--- src/rtl/uart_pkg.sv ---
// Shared UART definitions: FSM state encoding and frame-level constants
// used by both the transmit and receive paths.
package uart_pkg;

    typedef enum logic [1:0] {
        IDLE,
        START,
        DATA,
        STOP
    } uart_state_t;

    localparam logic START_BIT = 1'b0;
    localparam logic STOP_BIT  = 1'b1;

    // Bits on the wire per frame: start + data + stop.
    function automatic int frame_bits(input int bits_per_word);
        return bits_per_word + 2;
    endfunction

endpackage

--- src/rtl/uart_rx.sv ---
// UART receiver: synchronizes rx, centre-samples each frame and assembles
// NUM_WORDS frames into one output word with a single-cycle strobe.
module uart_rx
    import uart_pkg::*;
#(
    parameter int CLOCKS_PER_PULSE = 16,
    parameter int W_OUT            = 16,
    parameter int BITS_PER_WORD    = 8,
    localparam int NUM_WORDS       = W_OUT / BITS_PER_WORD
) (
    input  logic             clk,
    input  logic             rst,
    input  logic             rx,
    output logic             m_valid,
    output logic [W_OUT-1:0] m_data
);

    localparam int CNT_W = (CLOCKS_PER_PULSE > 1) ? $clog2(CLOCKS_PER_PULSE) : 1;
    localparam int BIT_W = (BITS_PER_WORD > 1) ? $clog2(BITS_PER_WORD) : 1;
    localparam int IDX_W = (NUM_WORDS > 1) ? $clog2(NUM_WORDS) : 1;

    localparam logic [CNT_W-1:0] CNT_LAST  = CNT_W'(CLOCKS_PER_PULSE - 1);
    localparam logic [CNT_W-1:0] HALF_LAST = CNT_W'(CLOCKS_PER_PULSE / 2 - 1);
    localparam logic [BIT_W-1:0] BIT_LAST  = BIT_W'(BITS_PER_WORD - 1);
    localparam logic [IDX_W-1:0] IDX_LAST  = IDX_W'(NUM_WORDS - 1);

    uart_state_t                              state;
    logic                                     rx_p0;
    logic                                     rx_p1;
    logic                                     rearm_wait;
    logic [CNT_W-1:0]                         clk_cnt;
    logic [BIT_W-1:0]                         bit_cnt;
    logic [IDX_W-1:0]                         word_idx;
    logic [BITS_PER_WORD-1:0]                 shreg;
    logic [NUM_WORDS-1:0][BITS_PER_WORD-1:0]  slots;
    logic [NUM_WORDS-1:0][BITS_PER_WORD-1:0]  assembled;
    logic                                     bit_end;

    assign bit_end = (clk_cnt == CNT_LAST);

    // Word as it will look once the frame currently in shreg is accepted.
    always_comb begin
        assembled           = slots;
        assembled[word_idx] = shreg;
    end

    always_ff @(posedge clk or posedge rst) begin
        if (rst) begin
            state      <= IDLE;
            rx_p0      <= STOP_BIT;
            rx_p1      <= STOP_BIT;
            rearm_wait <= 1'b0;
            clk_cnt    <= '0;
            bit_cnt    <= '0;
            word_idx   <= '0;
            m_valid    <= 1'b0;
            m_data     <= '0;
        end else begin
            rx_p0   <= rx;
            rx_p1   <= rx_p0;
            m_valid <= 1'b0;
            case (state)
                IDLE: begin
                    // After a framing error the line must go high before a
                    // new start edge is believed.
                    if (rearm_wait) begin
                        if (rx_p1 == STOP_BIT) rearm_wait <= 1'b0;
                    end else if (rx_p1 == START_BIT) begin
                        clk_cnt <= '0;
                        state   <= START;
                    end
                end
                START: begin
                    if (clk_cnt == HALF_LAST) begin
                        clk_cnt <= '0;
                        bit_cnt <= '0;
                        state   <= (rx_p1 == START_BIT) ? DATA : IDLE;
                    end else begin
                        clk_cnt <= clk_cnt + 1'b1;
                    end
                end
                DATA: begin
                    if (bit_end) begin
                        clk_cnt <= '0;
                        if (bit_cnt == BIT_LAST) begin
                            bit_cnt <= '0;
                            state   <= STOP;
                        end else begin
                            bit_cnt <= bit_cnt + 1'b1;
                        end
                    end else begin
                        clk_cnt <= clk_cnt + 1'b1;
                    end
                end
                STOP: begin
                    if (bit_end) begin
                        clk_cnt <= '0;
                        state   <= IDLE;
                        if (rx_p1 == STOP_BIT) begin
                            if (word_idx == IDX_LAST) begin
                                m_data   <= assembled;
                                m_valid  <= 1'b1;
                                word_idx <= '0;
                            end else begin
                                word_idx <= word_idx + 1'b1;
                            end
                        end else begin
                            word_idx   <= '0;
                            rearm_wait <= 1'b1;
                        end
                    end else begin
                        clk_cnt <= clk_cnt + 1'b1;
                    end
                end
                default: state <= IDLE;
            endcase
        end
    end

    always_ff @(posedge clk) begin
        if (state == DATA && bit_end)
            shreg <= {rx_p1, shreg[BITS_PER_WORD-1:1]};
        if (state == STOP && bit_end && rx_p1 == STOP_BIT)
            slots[word_idx] <= shreg;
    end

endmodule

--- src/rtl/uart_tx.sv ---
// UART transmitter: latches a multi-word payload and sends it as back-to-back
// frames, word 0 first, each LSB first.
module uart_tx
    import uart_pkg::*;
#(
    parameter int CLOCKS_PER_PULSE = 16,
    parameter int W_OUT            = 16,
    parameter int BITS_PER_WORD    = 8,
    localparam int NUM_WORDS       = W_OUT / BITS_PER_WORD
) (
    input  logic                                     clk,
    input  logic                                     rst,
    input  logic                                     s_valid,
    input  logic [NUM_WORDS-1:0][BITS_PER_WORD-1:0]  s_data,
    output logic                                     tx
);

    localparam int CNT_W = (CLOCKS_PER_PULSE > 1) ? $clog2(CLOCKS_PER_PULSE) : 1;
    localparam int BIT_W = (BITS_PER_WORD > 1) ? $clog2(BITS_PER_WORD) : 1;
    localparam int IDX_W = (NUM_WORDS > 1) ? $clog2(NUM_WORDS) : 1;

    localparam logic [CNT_W-1:0] CNT_LAST = CNT_W'(CLOCKS_PER_PULSE - 1);
    localparam logic [BIT_W-1:0] BIT_LAST = BIT_W'(BITS_PER_WORD - 1);
    localparam logic [IDX_W-1:0] IDX_LAST = IDX_W'(NUM_WORDS - 1);

    uart_state_t                              state;
    logic [CNT_W-1:0]                         clk_cnt;
    logic [BIT_W-1:0]                         bit_cnt;
    logic [IDX_W-1:0]                         word_idx;
    logic [IDX_W-1:0]                         idx_next;
    logic [NUM_WORDS-1:0][BITS_PER_WORD-1:0]  payload;
    logic [BITS_PER_WORD-1:0]                 shreg;
    logic                                     bit_end;

    assign bit_end  = (clk_cnt == CNT_LAST);
    assign idx_next = word_idx + 1'b1;

    // tx is registered from the current state, so every bit level appears one
    // edge after the state that owns it and lasts exactly one bit period.
    always_ff @(posedge clk or posedge rst) begin
        if (rst) begin
            state    <= IDLE;
            tx       <= STOP_BIT;
            clk_cnt  <= '0;
            bit_cnt  <= '0;
            word_idx <= '0;
        end else begin
            case (state)
                IDLE: begin
                    tx <= STOP_BIT;
                    if (s_valid) begin
                        state    <= START;
                        clk_cnt  <= '0;
                        bit_cnt  <= '0;
                        word_idx <= '0;
                    end
                end
                START: begin
                    tx <= START_BIT;
                    if (bit_end) begin
                        clk_cnt <= '0;
                        state   <= DATA;
                    end else begin
                        clk_cnt <= clk_cnt + 1'b1;
                    end
                end
                DATA: begin
                    tx <= shreg[0];
                    if (bit_end) begin
                        clk_cnt <= '0;
                        if (bit_cnt == BIT_LAST) begin
                            bit_cnt <= '0;
                            state   <= STOP;
                        end else begin
                            bit_cnt <= bit_cnt + 1'b1;
                        end
                    end else begin
                        clk_cnt <= clk_cnt + 1'b1;
                    end
                end
                STOP: begin
                    tx <= STOP_BIT;
                    if (bit_end) begin
                        clk_cnt <= '0;
                        if (word_idx == IDX_LAST) begin
                            word_idx <= '0;
                            state    <= IDLE;
                        end else begin
                            word_idx <= idx_next;
                            state    <= START;
                        end
                    end else begin
                        clk_cnt <= clk_cnt + 1'b1;
                    end
                end
                default: state <= IDLE;
            endcase
        end
    end

    // Payload only loads from IDLE, so requests while busy leave it untouched.
    always_ff @(posedge clk) begin
        if (state == IDLE && s_valid) begin
            payload <= s_data;
            shreg   <= s_data[0];
        end else if (state == DATA && bit_end) begin
            shreg <= shreg >> 1;
        end else if (state == STOP && bit_end && word_idx != IDX_LAST) begin
            shreg <= payload[idx_next];
        end
    end

endmodule

--- src/rtl/uart_main.sv ---
// UART transceiver top: independent transmit and receive paths on one clock.
module uart_main
    import uart_pkg::*;
#(
    parameter int CLOCKS_PER_PULSE = 16,
    parameter int W_OUT            = 16,
    parameter int BITS_PER_WORD    = 8,
    localparam int NUM_WORDS       = W_OUT / BITS_PER_WORD
) (
    input  logic                                     clk,
    input  logic                                     rstn,
    input  logic                                     rx,
    input  logic                                     s_valid,
    input  logic [NUM_WORDS-1:0][BITS_PER_WORD-1:0]  s_data,
    output logic                                     tx,
    output logic                                     m_valid,
    output logic [W_OUT-1:0]                         m_data
);

    // rstn is active-high despite its name.
    uart_tx #(
        .CLOCKS_PER_PULSE (CLOCKS_PER_PULSE),
        .W_OUT            (W_OUT),
        .BITS_PER_WORD    (BITS_PER_WORD)
    ) u_tx (
        .clk     (clk),
        .rst     (rstn),
        .s_valid (s_valid),
        .s_data  (s_data),
        .tx      (tx)
    );

    uart_rx #(
        .CLOCKS_PER_PULSE (CLOCKS_PER_PULSE),
        .W_OUT            (W_OUT),
        .BITS_PER_WORD    (BITS_PER_WORD)
    ) u_rx (
        .clk     (clk),
        .rst     (rstn),
        .rx      (rx),
        .m_valid (m_valid),
        .m_data  (m_data)
    );

endmodule

--- config.mk ---
export PLATFORM = sky130hd
export DESIGN_NAME = uart_main
export DESIGN_NICKNAME = d
export VERILOG_FILES = /design/src/rtl/uart_pkg.sv /design/src/rtl/uart_rx.sv /design/src/rtl/uart_tx.sv /design/src/rtl/uart_main.sv
export SDC_FILE = /design/constraint.sdc
export NUM_CORES = 1
export LEC_CHECK = 0
export ABC_AREA = 1
export CAP_MARGIN = 20
export CORE_UTILIZATION = 60
export DETAILED_ROUTE_END_ITERATION = 10
export PLACE_DENSITY = 0.83
export SLEW_MARGIN = 5
export SYNTH_ARGS = -nofsm -noshare
export SYNTH_HDL_FRONTEND = slang
export SYNTH_SLANG_ARGS = --single-unit
--- constraint.sdc ---
create_clock -name clk -period 5.2 [get_ports clk]
set_input_delay 0.78 -clock clk [delete_from_list [all_inputs] [get_ports clk]]
set_output_delay 0.78 -clock clk [all_outputs]
set_load 0.01 [all_outputs]
==> results.ini <==
[run_status]
status = complete, no violations

[global_routing]
grt_overflow = 0
grt_start_max_net_pins = 42
grt_pass1_wl_um = 12400
antenna_found_initial = 0
track_usage = 0.226
first_global_vias = 2682

[cells_and_area]
final_common_cell = nand2_1
drive_gt1_frac = 0.0729
diodes = 0
fin_area_um2 = 4640
mostFrequentLayoutCells = nand2_1, edfxtp_1, dfrtp_1
fin_nets = 471
area_growth_pct = 16.1
instances_no_fill = 516

[synth]
synth-xor-area-share = 0.00219
muxShareOfSynthArea = 0.00532
synthSimpleGateAreaFrac = 0.186
synth_compound_area_frac = 0.0898
yosys.area.top_type_share = 0.360
synth_area_leader_cell = edfxtp_1
netlist_instances = 393
syn_nets = 430
synthAdderAreaFrac = 0.0532
syn_area_um2 = 4000
synth_top_family_by_area = simple AND/OR/NAND/NOR gates
synth-seq-area-share = 0.618
ys_top_cells_by_area = edfxtp_1, dfrtp_1, nand2_1
synth_cell_types = 30
ys_ff_latch = 89
syn_avg_cell_area_um2 = 10.2
yosysWarnings = 0

[critical_path]
crit_fanout = 24
crit_type = in -> reg
cp-end-kind = flip-flop
required_ns = 5.30
arrival_ns = 2.47
start_kind = input port

[sta]
setup_viol = 0
min_period_over_period = 0.455
clock.fmax_mhz = 422
grt_setup_unrepaired = false
skew_ns = 0.0101
fin_crit_ns = 2.37
fin_tns_setup_ns = 0
final_max_slew_viol_count = 0
tightest_slew_ns = 1.01
slew_headroom = 0.327
hold_slack_ns = 0.359
hold_viol = 0

[power_and_ir_drop]
power_density_nw_per_um2 = 418
p_leak_uw = 0.00211
combPwrFrac = 0.264
seqPwrFrac = 0.471
power.internal_uw = 1310
switchingPower_uw = 628
p_clk_frac = 0.266
sw_frac_of_total = 0.323
vdd_drop_max_uv = 356

[route]
drt_iter0_markers = 158
vias = 2762
viasPerCell = 5.35
drt-wirelength-per-cell_um = 14.1
drt_pass1_iterations = 4
postRouteAntennaNets = 0
drc = 0
drt-total-wl_um = 7250

[floorplan]
die_area_um2 = 7000
die_y_um = 83.7
dieWidth_um = 83.7
rows = 29
ios = 38
initial_core_util = 0.626
core-area_um2 = 6390

[clock_network]
clk_latency_ns = 0.35
cts_tree = yes
cts.sinks = 89
postCtsSetupBuffers = 0
cts_htree_levels = 3
cts_buffers = 9
path_clk_slew_ns = 0.09
cts-root-buf = clkbuf_8
postCtsHoldBufs = 0
clk_path_buf_depth = 2
ctsResizeCount = 0

[job]
max_cap_violations = 0

[placement]
dp_hpwl_um = 4820
placed_area_um2 = 4430
gp_congestion = 0.839
dp_cells = 499
portBuffers = 37

[worst_hold_path]
hold_path.class = reg -> reg

synth_stat cells (all sizes together):
cell / instances
nand2: 120
edfxtp: 48
dfrtp: 38
o21ai: 34
inv: 32
nor2: 31
a21oi: 29
nand3: 18
ha: 17
buf: 9
dfstp: 3
clkinv: 2
o211ai: 2
o31ai: 2
clkbuf: 1
mux2: 1
mux2i: 1
nand3b: 1
nand4: 1
o21bai: 1
o22ai: 1
xor2: 1
worst max-delay path: stages:
cell	delay, ns
clkdlybuf4s50_1	0.44
nand2_2	0.18
clkinv_1	0.62
a21oi_1	0.34
a21oi_1	0.09
sequential cells by signal, summed over array words and instances, names as in the netlist, 2 cells and up, named ones only:
name          count
u_tx.bit_cnt      3
u_rx.clk_cnt      4
u_rx.bit_cnt      3
u_tx.clk_cnt      4
u_rx.slots       16
u_rx.m_data      16
u_rx.shreg        8
u_tx.state        2
u_tx.payload     16
u_tx.shreg        8
final timing paths:
path | startpoint | endpoint | slack [ns] | cells past startpoint
worst max-delay path | s_valid | u_tx.shreg[2] | 2.83 | 5
worst min-delay path | u_rx.rx_p0 | u_rx.rx_p1 | 0.36 | 0
worst max register to register | u_tx.state[0] | u_tx.shreg[5] | 2.85 | 7
worst min register to register | u_rx.rx_p0 | u_rx.rx_p1 | 0.36 | 0
max in group asynchronous | rstn | u_rx.rx_p1 | 3.98 | 3
min in group asynchronous | rstn | u_rx.clk_cnt[1] | 0.85 | 3
metrics by stage:
stage / util / power (µW) / setup WS (ns)
floorplan: - / 1310 / 3.24
global placement: 0.693 / 1410 / 2.54
detailed placement: 0.693 / 1430 / 2.46
CTS: 0.726 / 1950 / 2.85
global route: 0.727 / 2060 / 2.57
finish: 0.727 / 1940 / 2.83
cells by family (layout without fill, tap and decap cells):
logic type               count (synthesis)  after routing
AO/OA/AOI/OAI                           69             69
XOR/XNOR                                 1              1
buffers and inverters                   44             90
AND/OR/NAND/NOR                        171            171
multiplexers                             2              2
adder cells (fa/ha/maj)                 17             17
flip-flops                              89             89
power groups by stage:
| stage | Clock, µW | Combinational [µW] | Sequential, µW |
|---|---|---|---|
| after detailed placement | 0 | 507 | 927 |
| after CTS | 519 | 514 | 914 |
| after global routing | 545 | 592 | 925 |
| final | 516 | 512 | 913 |
| after floorplan | 0 | 400 | 911 |
| after global placement | 0 | 484 | 923 |
routing by layer:
| metal | up-vias | share of wire | global-route usage |
|---|---|---|---|
| met5 | - | 0 | 0 |
| met4 | 0 | 0.017 | 0.0755 |
| li1 | 1390 | - | - |
| met2 | 46 | 0.50 | 0.378 |
| met1 | 1315 | 0.45 | 0.296 |
| met3 | 11 | 0.029 | 0.0475 |
layout make-up:
class                           count  area, µm²
Sequential cell                    89       2470
Multi-Input combinational cell    260       1350
Clock inverter                      5       81.3
Tap cell                           77       96.3
Clock buffer                       11        131
Timing Repair Buffer               40        390
Fill cell                         437       1740
Inverter                           34        128
Power figures use the tool's default switching activity.
